File: src/rtl/uart_rx_fifo.sv
// Receive-side byte FIFO for the UART receiver.
// First-word-fall-through output with a valid/ready handshake.
// Accepts a push while full only when a pop happens in the same cycle.
// A byte that arrives while full with no pop is dropped and sets a sticky overrun flag.
module uart_rx_fifo #(
    parameter int unsigned DEPTH        = 16,
    parameter int unsigned AFULL_THRESH = 12
) (
    input  logic                     clk,
    input  logic                     rst,
    input  logic [7:0]               in_data,
    input  logic                     in_valid,
    output logic [7:0]               out_data,
    output logic                     out_valid,
    input  logic                     out_ready,
    output logic [$clog2(DEPTH):0]   level,
    output logic                     empty,
    output logic                     full,
    output logic                     almost_full,
    output logic                     overrun,
    input  logic                     overrun_clr
);

    localparam int unsigned AW = $clog2(DEPTH);
    localparam int unsigned PW = AW + 1;

    // The pointers carry one extra wrap bit. This keeps the full and empty states distinct.
    localparam logic [PW-1:0] PtrOne    = PW'(1);
    localparam logic [PW-1:0] DepthVal  = PW'(DEPTH);
    localparam logic [PW-1:0] AfullVal  = PW'(AFULL_THRESH);

    logic [7:0]    mem_q [DEPTH];
    logic [PW-1:0] wr_ptr_q, wr_ptr_d;
    logic [PW-1:0] rd_ptr_q, rd_ptr_d;
    logic          overrun_q, overrun_d;

    logic [PW-1:0] level_w;
    logic          empty_w;
    logic          full_w;
    logic          pop;
    logic          push;
    logic          drop;

    // Status flags come only from the registered pointers, so they always agree with each other.
    always_comb begin
        level_w     = wr_ptr_q - rd_ptr_q;
        empty_w     = (level_w == '0);
        full_w      = (level_w == DepthVal);
        level       = level_w;
        empty       = empty_w;
        full        = full_w;
        almost_full = (level_w >= AfullVal);
        overrun     = overrun_q;
    end

    // FWFT output: the head entry is driven straight from the storage array.
    always_comb begin
        out_valid = !empty_w;
        out_data  = empty_w ? 8'h00 : mem_q[rd_ptr_q[AW-1:0]];
    end

    // Handshake decode. When full, a push is accepted only if a pop frees a slot in the same cycle.
    always_comb begin
        pop  = out_valid & out_ready;
        push = in_valid & (!full_w | pop);
        drop = in_valid & full_w & !pop;
    end

    // Pointer and overrun next-state. If a drop and a clear happen together, the drop wins.
    always_comb begin
        wr_ptr_d  = wr_ptr_q;
        rd_ptr_d  = rd_ptr_q;
        overrun_d = overrun_q;
        if (push) begin
            wr_ptr_d = wr_ptr_q + PtrOne;
        end
        if (pop) begin
            rd_ptr_d = rd_ptr_q + PtrOne;
        end
        if (drop) begin
            overrun_d = 1'b1;
        end else if (overrun_clr) begin
            overrun_d = 1'b0;
        end
    end

    // Control state register with synchronous reset.
    always_ff @(posedge clk) begin
        if (rst) begin
            wr_ptr_q  <= '0;
            rd_ptr_q  <= '0;
            overrun_q <= 1'b0;
        end else begin
            wr_ptr_q  <= wr_ptr_d;
            rd_ptr_q  <= rd_ptr_d;
            overrun_q <= overrun_d;
        end
    end

    // Storage write. The array is not reset, and a push during reset is ignored.
    always_ff @(posedge clk) begin
        if (!rst && push) begin
            mem_q[wr_ptr_q[AW-1:0]] <= in_data;
        end
    end

endmodule

File: config.mk
export PLATFORM = sky130hd
export DESIGN_NAME = uart_rx_fifo
export DESIGN_NICKNAME = d
export VERILOG_FILES = /design/src/rtl/uart_rx_fifo.sv
export SDC_FILE = /design/constraint.sdc
export NUM_CORES = 1
export LEC_CHECK = 0
export CORE_ASPECT_RATIO = 0.8
export CORE_MARGIN = 2
export CORE_UTILIZATION = 59
export CTS_BUF_LIST = sky130_fd_sc_hd__clkbuf_16
export DETAILED_ROUTE_END_ITERATION = 8
export PLACE_DENSITY = 0.79
export RECOVER_POWER = 100
export SLEW_MARGIN = 20
export SYNTH_ARGS = -nofsm -noshare
export SYNTH_HDL_FRONTEND = slang
export SYNTH_SLANG_ARGS = --single-unit
File: constraint.sdc
create_clock -name clk -period 3.63 [get_ports clk]
set_input_delay 0.363 -clock clk [delete_from_list [all_inputs] [get_ports clk]]
set_output_delay 0.363 -clock clk [all_outputs]
set_load 0.01 [all_outputs]
==> summary.md, run 1 <==
| Metric | Value |
|---|---|
| Outcome | `finished, final reports clean` |
| Setup slack, reg-to-reg | `0.19 ns` |
| Worst min-delay path class | `register to register` |
| Crit path arrival time | `3.11 ns` |
| RR Endpoint | `mem_q[11][1]$_DFFE_PP_` |
| CTS resizes | `0` |
| Startpoint types | `register` |
| CTS tree | `done` |
| CTS Buffer Depth | `2` |
| ANT nets after route | `0` |
| Crit share post-route | `95.7%` |
| Total CTS buffers | `17` |
| Fin worst setup slack | `0.156 ns` |
| CP required | `3.27 ns` |
| Post-Layout Inst Area | `0.00706 sq mm` |
| Die X | `116 um` |
| Final Skew | `0.0132 ns` |
| DR iter-0 viols | `460` |
| Placed insts | `483` |
| Worst slew pin tran | `1.21 ns` |
| Synth top area share | `65.2%` |
| Kind of critical path | `register to output port` |
| Std-Cell Rows | `32` |
| Min Tclk post-route | `3.47 ns` |
| Ant diodes | `0` |
| Via count | `3127` |
| Post-layout util | `72.8%` |
| Maximum VDD drop | `589 uV` |
| Initial Util | `60.8%` |
| Pre-CTS setup slack | `0.331 ns` |
| Number of global-route vias before repair | `3087` |
| Worst skew pair latency | `0.42 ns` |
| CP endpoint | `out_data[6]` |
| Largest area contributor in the netlist | `edfxtp_1` |
| Synth Cell Area | `0.00589 sq mm` |
| CTS Sinks | `143` |
| Worst setup path startpoint | `rd_ptr_q[0]$_SDFFE_PP0N_` |
| Drc violations | `0` |
| Leak Pwr | `0.00228 uW` |
| Most common flop cell mapped by yosys | `edfxtp_1` |
| Largest net degree at the start of global routing | `33` |
| Met1 Usage GRT | `35.3%` |
| Global Route Usage Sum | `25.0%` |
| Peak Freq | `288 MHz` |
| Ys async rst share | `0%` |
| Placement-stage cell area | `0.00645 sq mm` |
| I/O pins | `31` |
| First-pass GRT wire length | `18.6 mm` |
| Avg Synthesized Cell Area | `18.9 sq um` |
| Worst r2r path cells | `8` |
| Final HPWL DP | `7.79 mm` |
| Power Density | `710 mW/mm^2` |
| 1st-pass router iterations | `5` |
| Largest cells by area after synthesis | `edfxtp_1 (65%), mux4_2 (15%), dfxtp_1 (5.1%)` |
| Post-route non-filler standard cell count | `516` |
| Reg-to-Reg Start | `rd_ptr_q[0]$_SDFFE_PP0N_` |
| Fillers | `627` |
| RSZ-0062 raised after global routing | `no` |
| Most used routing layer | `met2` |
| Routed Wire Length | `12.3 mm` |
| CTS clk-pin slew, worst paths | `0.06 ns` |
| Met3 GRT Util | `8.10%` |
| Relative slew margins | `18.4%` |
| Initial antenna violation count | `0` |
| Top-count cell post-synth | `edfxtp_1` |
| Die area | `0.0108 sq mm` |
| Setup Buffers After CTS | `0` |
| Post-synthesis net count | `335` |
| Share of cells above drive strength 1 | `22.1%` |
| Net count, final | `390` |
| Area Overhead vs Synth | `19.7%` |
| Avg WL per Cell | `23.8 um` |
| Gpl congestion | `0.795` |
| Final setup TNS | `0 ns` |
| Height of the die | `93.4 um` |
| Global route overflow | `0` |
| Post-synth top cells | `edfxtp_1 (128), mux4_2 (40), dfxtp_1 (15), nor2_1 (15), a21oi_1 (14)` |
| Sequential area share after synthesis | `70.3%` |
| Worst setup EP type | `output port` |
| Setup violators final | `0` |
| Synth Register Bits | `143` |
| Post-synthesis cell count | `312` |
| Netlist cell types | `40` |
| Max_cap viols | `0` |
| Clk root buf | `clkbuf_16` |
| Crit-path max FO | `10` |
| Met2 usage | `38.4%` |
| Final Hold Violating Endpoints | `0` |
| Slew Viols, Final | `0` |
| Hold Buf Count CTS | `0` |
| Post-synth EDFFs | `128` |
| # port buffers | `30` |
| H-tree levels | `4` |
| Yosys warns | `0` |
| Vias/cell | `6.06` |
| Core ar. | `0.00969 sq mm` |
[stage by stage]
step	hold WS [ns]	total power (uW)
after floorplan	0.462	2630
after global placement	0.481	3050
after detailed placement	0.487	3070
after CTS	0.499	5050
after global routing	0.558	5190
final	0.541	5010
[final cells by class]
| type | instances | area [sq um] | area share [%] |
|---|---|---|---|
| Clock buffer | 17 | 425 | 6.03 |
| Timing Repair Buffer | 50 | 403 | 5.71 |
| Inverter | 10 | 37.5 | 0.532 |
| Multi-Input combinational cell | 145 | 1630 | 23.0 |
| Clock inverter | 15 | 248 | 3.51 |
| Sequential cell | 143 | 4150 | 58.8 |
| Tap cell | 136 | 170 | 2.41 |
[kinds of logic after synthesis]
group	count (synthesis)	synth area share, %
flops	143	70.3
simple gates	64	6.24
mux	42	15.7
compound gates	26	2.91
buf+inv	24	2.02
fa+ha+maj	10	2.25
xor+xnor	3	0.573
[worst min path at each step]
stage / from / end / depth (start not counted)
3_5_place_dp: rd_ptr_q[4]$_SDFFE_PP0N_ / rd_ptr_q[4]$_SDFFE_PP0N_ / 2
2_1_floorplan: in_data[0] / mem_q[0][0]$_DFFE_PP_ / 0
3_3_place_gp: rd_ptr_q[4]$_SDFFE_PP0N_ / rd_ptr_q[4]$_SDFFE_PP0N_ / 2
6_report: rd_ptr_q[4]$_SDFFE_PP0N_ / rd_ptr_q[4]$_SDFFE_PP0N_ / 2
5_1_grt: rd_ptr_q[4]$_SDFFE_PP0N_ / rd_ptr_q[4]$_SDFFE_PP0N_ / 2
4_1_cts: rd_ptr_q[4]$_SDFFE_PP0N_ / rd_ptr_q[4]$_SDFFE_PP0N_ / 2
[metal layers]
| layer | up-vias | wire length (um) |
|---|---|---|
| met5 | - | 0 |
| met4 | 0 | 152 |
| met3 | 12 | 810 |
| met2 | 145 | 6160 |
| met1 | 1603 | 5150 |
| li1 | 1367 | - |
[cells in the final DEF (no fill, tap or decap), drive strengths merged, types with 2 or more instances in the layout]
cell	instances
o31ai	2
dlygate4sd3	16
nor2	15
nor2b	11
buf	6
edfxtp	128
mux4	40
o21ai	6
clkbuf	31
xor2	3
or3	6
ha	9
or4	2
nand2b	2
bufinv	7
a21oi	14
nor4b	4
clkdlybuf4s50	14
nand3b	4
clkinv	6
nand3	4
nand2	10
dfxtp	15
inv	11
nand4	2
[state kept, by name (all words and copies together) (netlist names), named ones only]
signal / count
rd_ptr_q: 5
overrun: 1
mem_q: 128
wr_ptr_q: 5
[worst max-delay path, stage by stage, from the launching register on]
cell	delay [ns]
dfxtp_1	0.44
ha_1	0.20
inv_1	0.05
fa_1	0.42
xor2_2	0.22
a211o_1	0.36
a22oi_2	0.23
buf_6	0.20
nor2b_1	0.08
clkdlybuf4s50_1	0.48
[report_power, final]
group          switching (uW)  internal, uW
Combinational             549           610
Clock                     634          1340
Sequential               42.7          1830
Total                    1230          3780
Note: power is estimated with default switching activity, not from simulation.
==> run 2, diff against run 1 <==
Settings changed: CORE_UTILIZATION 59 to 40, PLACE_DENSITY 0.79 to default, SLEW_MARGIN 20 to default.
==> summary.md, run 2 (same netlist as run 1, synthesis figures left out) <==
| Metric | Value |
|---|---|
| Max FFs per register | `128 (unchanged)` |
| Startpoint types | `register` |
| Ant diodes | `0 (unchanged)` |
| Number of global-route vias before repair | `3109 (+0.71%)` |
| 1st-pass router iterations | `4 (-1)` |
| CTS tree | `done` |
| Worst skew pair latency | `0.41 ns (about the same)` |
| Post-route non-filler standard cell count | `561 (+8.7%)` |
| Initial antenna violation count | `0 (unchanged)` |
| Net count, final | `387 (-0.77%)` |
| Post-layout util | `48.8% (-24 points)` |
| Total CTS buffers | `17 (unchanged)` |
| Hold Buf Count CTS | `0 (unchanged)` |
| Height of the die | `113 um (+21%)` |
| Final Hold Violating Endpoints | `0 (unchanged)` |
| Initial Util | `41.1% (-20 points)` |
| Global route overflow | `0 (unchanged)` |
| Setup slack, reg-to-reg | `0.29 ns (+0.10 ns)` |
| Crit path arrival time | `3.06 ns (-0.05 ns)` |
| Seq. cell area | `0.00415 sq mm (about the same)` |
| Max_cap viols | `0 (unchanged)` |
| Clock share of power | `34.4% (-5.0 points)` |
| Worst min-delay path class | `register to register` |
| Crit-path max FO | `20 (+10)` |
| Cell internal pwr | `3390 uW (-11%)` |
| RR Endpoint | `mem_q[7][1]$_DFFE_PP_` |
| Final Skew | `0.00772 ns (-0.00549 ns)` |
| ANT nets after route | `0 (unchanged)` |
| Placed insts | `528 (+9.3%)` |
| Avg WL per Cell | `20.6 um (-13%)` |
| Outcome | `finished, final reports clean` |
| Register share of total power | `40.4% (+3.0 points)` |
| CP required | `3.27 ns (about the same)` |
| Hold worst-path end | `wr_ptr_q[4]$_SDFFE_PP0P_` |
| Kind of critical path | `register to output port` |
| Die area | `0.0157 sq mm (+45%)` |
| Routed Wire Length | `11.6 mm (-5.7%)` |
| First-pass GRT wire length | `18.3 mm (-1.4%)` |
| RSZ-0062 raised after global routing | `no` |
| Die X | `140 um (+21%)` |
| Final setup TNS | `0 ns (unchanged)` |
| Leak Pwr | `0.00224 uW (-2.1%)` |
| Min Tclk post-route | `3.42 ns (-0.0502 ns)` |
| I/O pins | `31 (unchanged)` |
| Clk root buf | `clkbuf_16` |
| Power Density | `662 mW/mm^2 (-6.8%)` |
| Share of cells above drive strength 1 | `23.1% (+0.97 points)` |
| # port buffers | `30 (unchanged)` |
| Worst slew pin tran | `0.868 ns (-0.339 ns)` |
| Via count | `3014 (-3.6%)` |
| H-tree levels | `4 (unchanged)` |
| NetSw | `1240 uW (+1.3%)` |
| DR iter-0 viols | `350 (-24%)` |
| Fillers | `1206 (+92%)` |
| CTS Sinks | `143 (unchanged)` |
| Final HPWL DP | `7.63 mm (-2.0%)` |
| Worst r2r path cells | `10 (+2)` |
| Hold Startpoint | `wr_ptr_q[4]$_SDFFE_PP0P_` |
| Gpl congestion | `0.782 (-1.7%)` |
| Multi-input gate area | `0.00162 sq mm (-0.38%)` |
| Relative slew margins | `41.9% (+23 points)` |
| Std-Cell Rows | `39 (+22%)` |
| Slew Viols, Final | `0 (unchanged)` |
| CTS clk-pin slew, worst paths | `0.06 ns (about the same)` |
| Peak Freq | `292 MHz (+1.5%)` |
| Drc violations | `0 (unchanged)` |
| Vias/cell | `5.37 (-11%)` |
| Core ar. | `0.0143 sq mm (+48%)` |
| Crit share post-route | `94.3% (-1.4 points)` |
| Area Overhead vs Synth | `18.7%` |
| Largest net degree at the start of global routing | `33 (unchanged)` |
| Worst setup EP type | `output port` |
| Maximum VDD drop | `390 uV (-34%)` |
| Global Route Usage Sum | `15.8% (-9.3 points)` |
| CTS Buffer Depth | `2 (unchanged)` |
| Most frequent cells in the layout | `edfxtp_1 (128), mux4_2 (40), clkbuf_16 (17)` |
| Reg-to-Reg Start | `wr_ptr_q[0]$_SDFFE_PP0P_` |
| Combinational share of power | `25.1% (+2.0 points)` |
| Hold Crit Depth | `2 (unchanged)` |
| Most common cell after layout, fill and taps aside | `edfxtp_1` |
| Switching Fraction | `26.8% (+2.4 points)` |
| Setup violators final | `0 (unchanged)` |
run 2: cell count changes in the layout (fill, tap and decap cells not counted), moves of 2 or more:
cell	previous run	this run
bufinv_16	7	1
clkinv_1	3	0
clkinv_4	0	5
clkbuf_2	1	3
clkbuf_1	13	7
run 2: per-stage QoR:
stage	instance area [sq um]	setup WS (ns)	hold slack [ns]	total power (uW)
2_1_floorplan	5890	0.417	0.462	2630
3_3_place_gp	6500	0.405	0.485	3090
3_5_place_dp	6500	0.301	0.502	3100
4_1_cts	7050	0.0776	0.512	4690
5_1_grt	6990	0.00546	0.543	4820
6_report	6990	0.206	0.510	4630
run 2: critical path: stages, from the launching register on:
cell             delay, ns
dfxtp_1               0.40
inv_1                 0.12
ha_1                  0.22
inv_1                 0.06
fa_1                  0.45
nand3b_1              0.18
a211o_1               0.30
a22oi_2               0.15
buf_6                 0.22
clkdlybuf4s50_1       0.56
run 2: timing repair:
item,4_1_cts,5_1_grt
gates resized for setup,0,1
endpoints found under the setup margin,0,10
buffers inserted,0,1
run 2: area by class of cell:
| type | instances | share of cell area (%) |
|---|---|---|
| Clock buffer | 17 | 6.08 |
| Clock inverter | 15 | 1.79 |
| Inverter | 10 | 0.537 |
| Multi-Input combinational cell | 145 | 23.2 |
| Sequential cell | 143 | 59.3 |
| Tap cell | 184 | 3.29 |
| Timing Repair Buffer | 47 | 5.87 |
run 2: worst max path at each step:
stage / to / slack [ns] / start / cells after the start
floorplan: mem_q[10][0]$_DFFE_PP_ / 0.42 / wr_ptr_q[0]$_SDFFE_PP0P_ / 9
global placement: mem_q[5][2]$_DFFE_PP_ / 0.40 / wr_ptr_q[0]$_SDFFE_PP0P_ / 9
detailed placement: mem_q[5][2]$_DFFE_PP_ / 0.30 / wr_ptr_q[0]$_SDFFE_PP0P_ / 9
CTS: out_data[7] / 0.08 / wr_ptr_q[0]$_SDFFE_PP0P_ / 10
global route: out_data[4] / 0.005 / wr_ptr_q[0]$_SDFFE_PP0P_ / 10
finish: empty / 0.21 / wr_ptr_q[0]$_SDFFE_PP0P_ / 9
run 2: power by group through the flow:
stage / Combinational [uW] / Clock (uW) / Sequential (uW)
after floorplan: 747 / 0 / 1880
after global placement: 1180 / 0 / 1900
after detailed placement: 1190 / 0 / 1910
after CTS: 1200 / 1620 / 1870
after global routing: 1260 / 1680 / 1880
final: 1160 / 1590 / 1870
run 2: per-layer routing:
layer / track usage, % / part of all wire, %
met5: 0 / 0
met4: 4.40 / 1.6
met3: 4.18 / 3.9
met2: 22.7 / 45
met1: 23.9 / 50
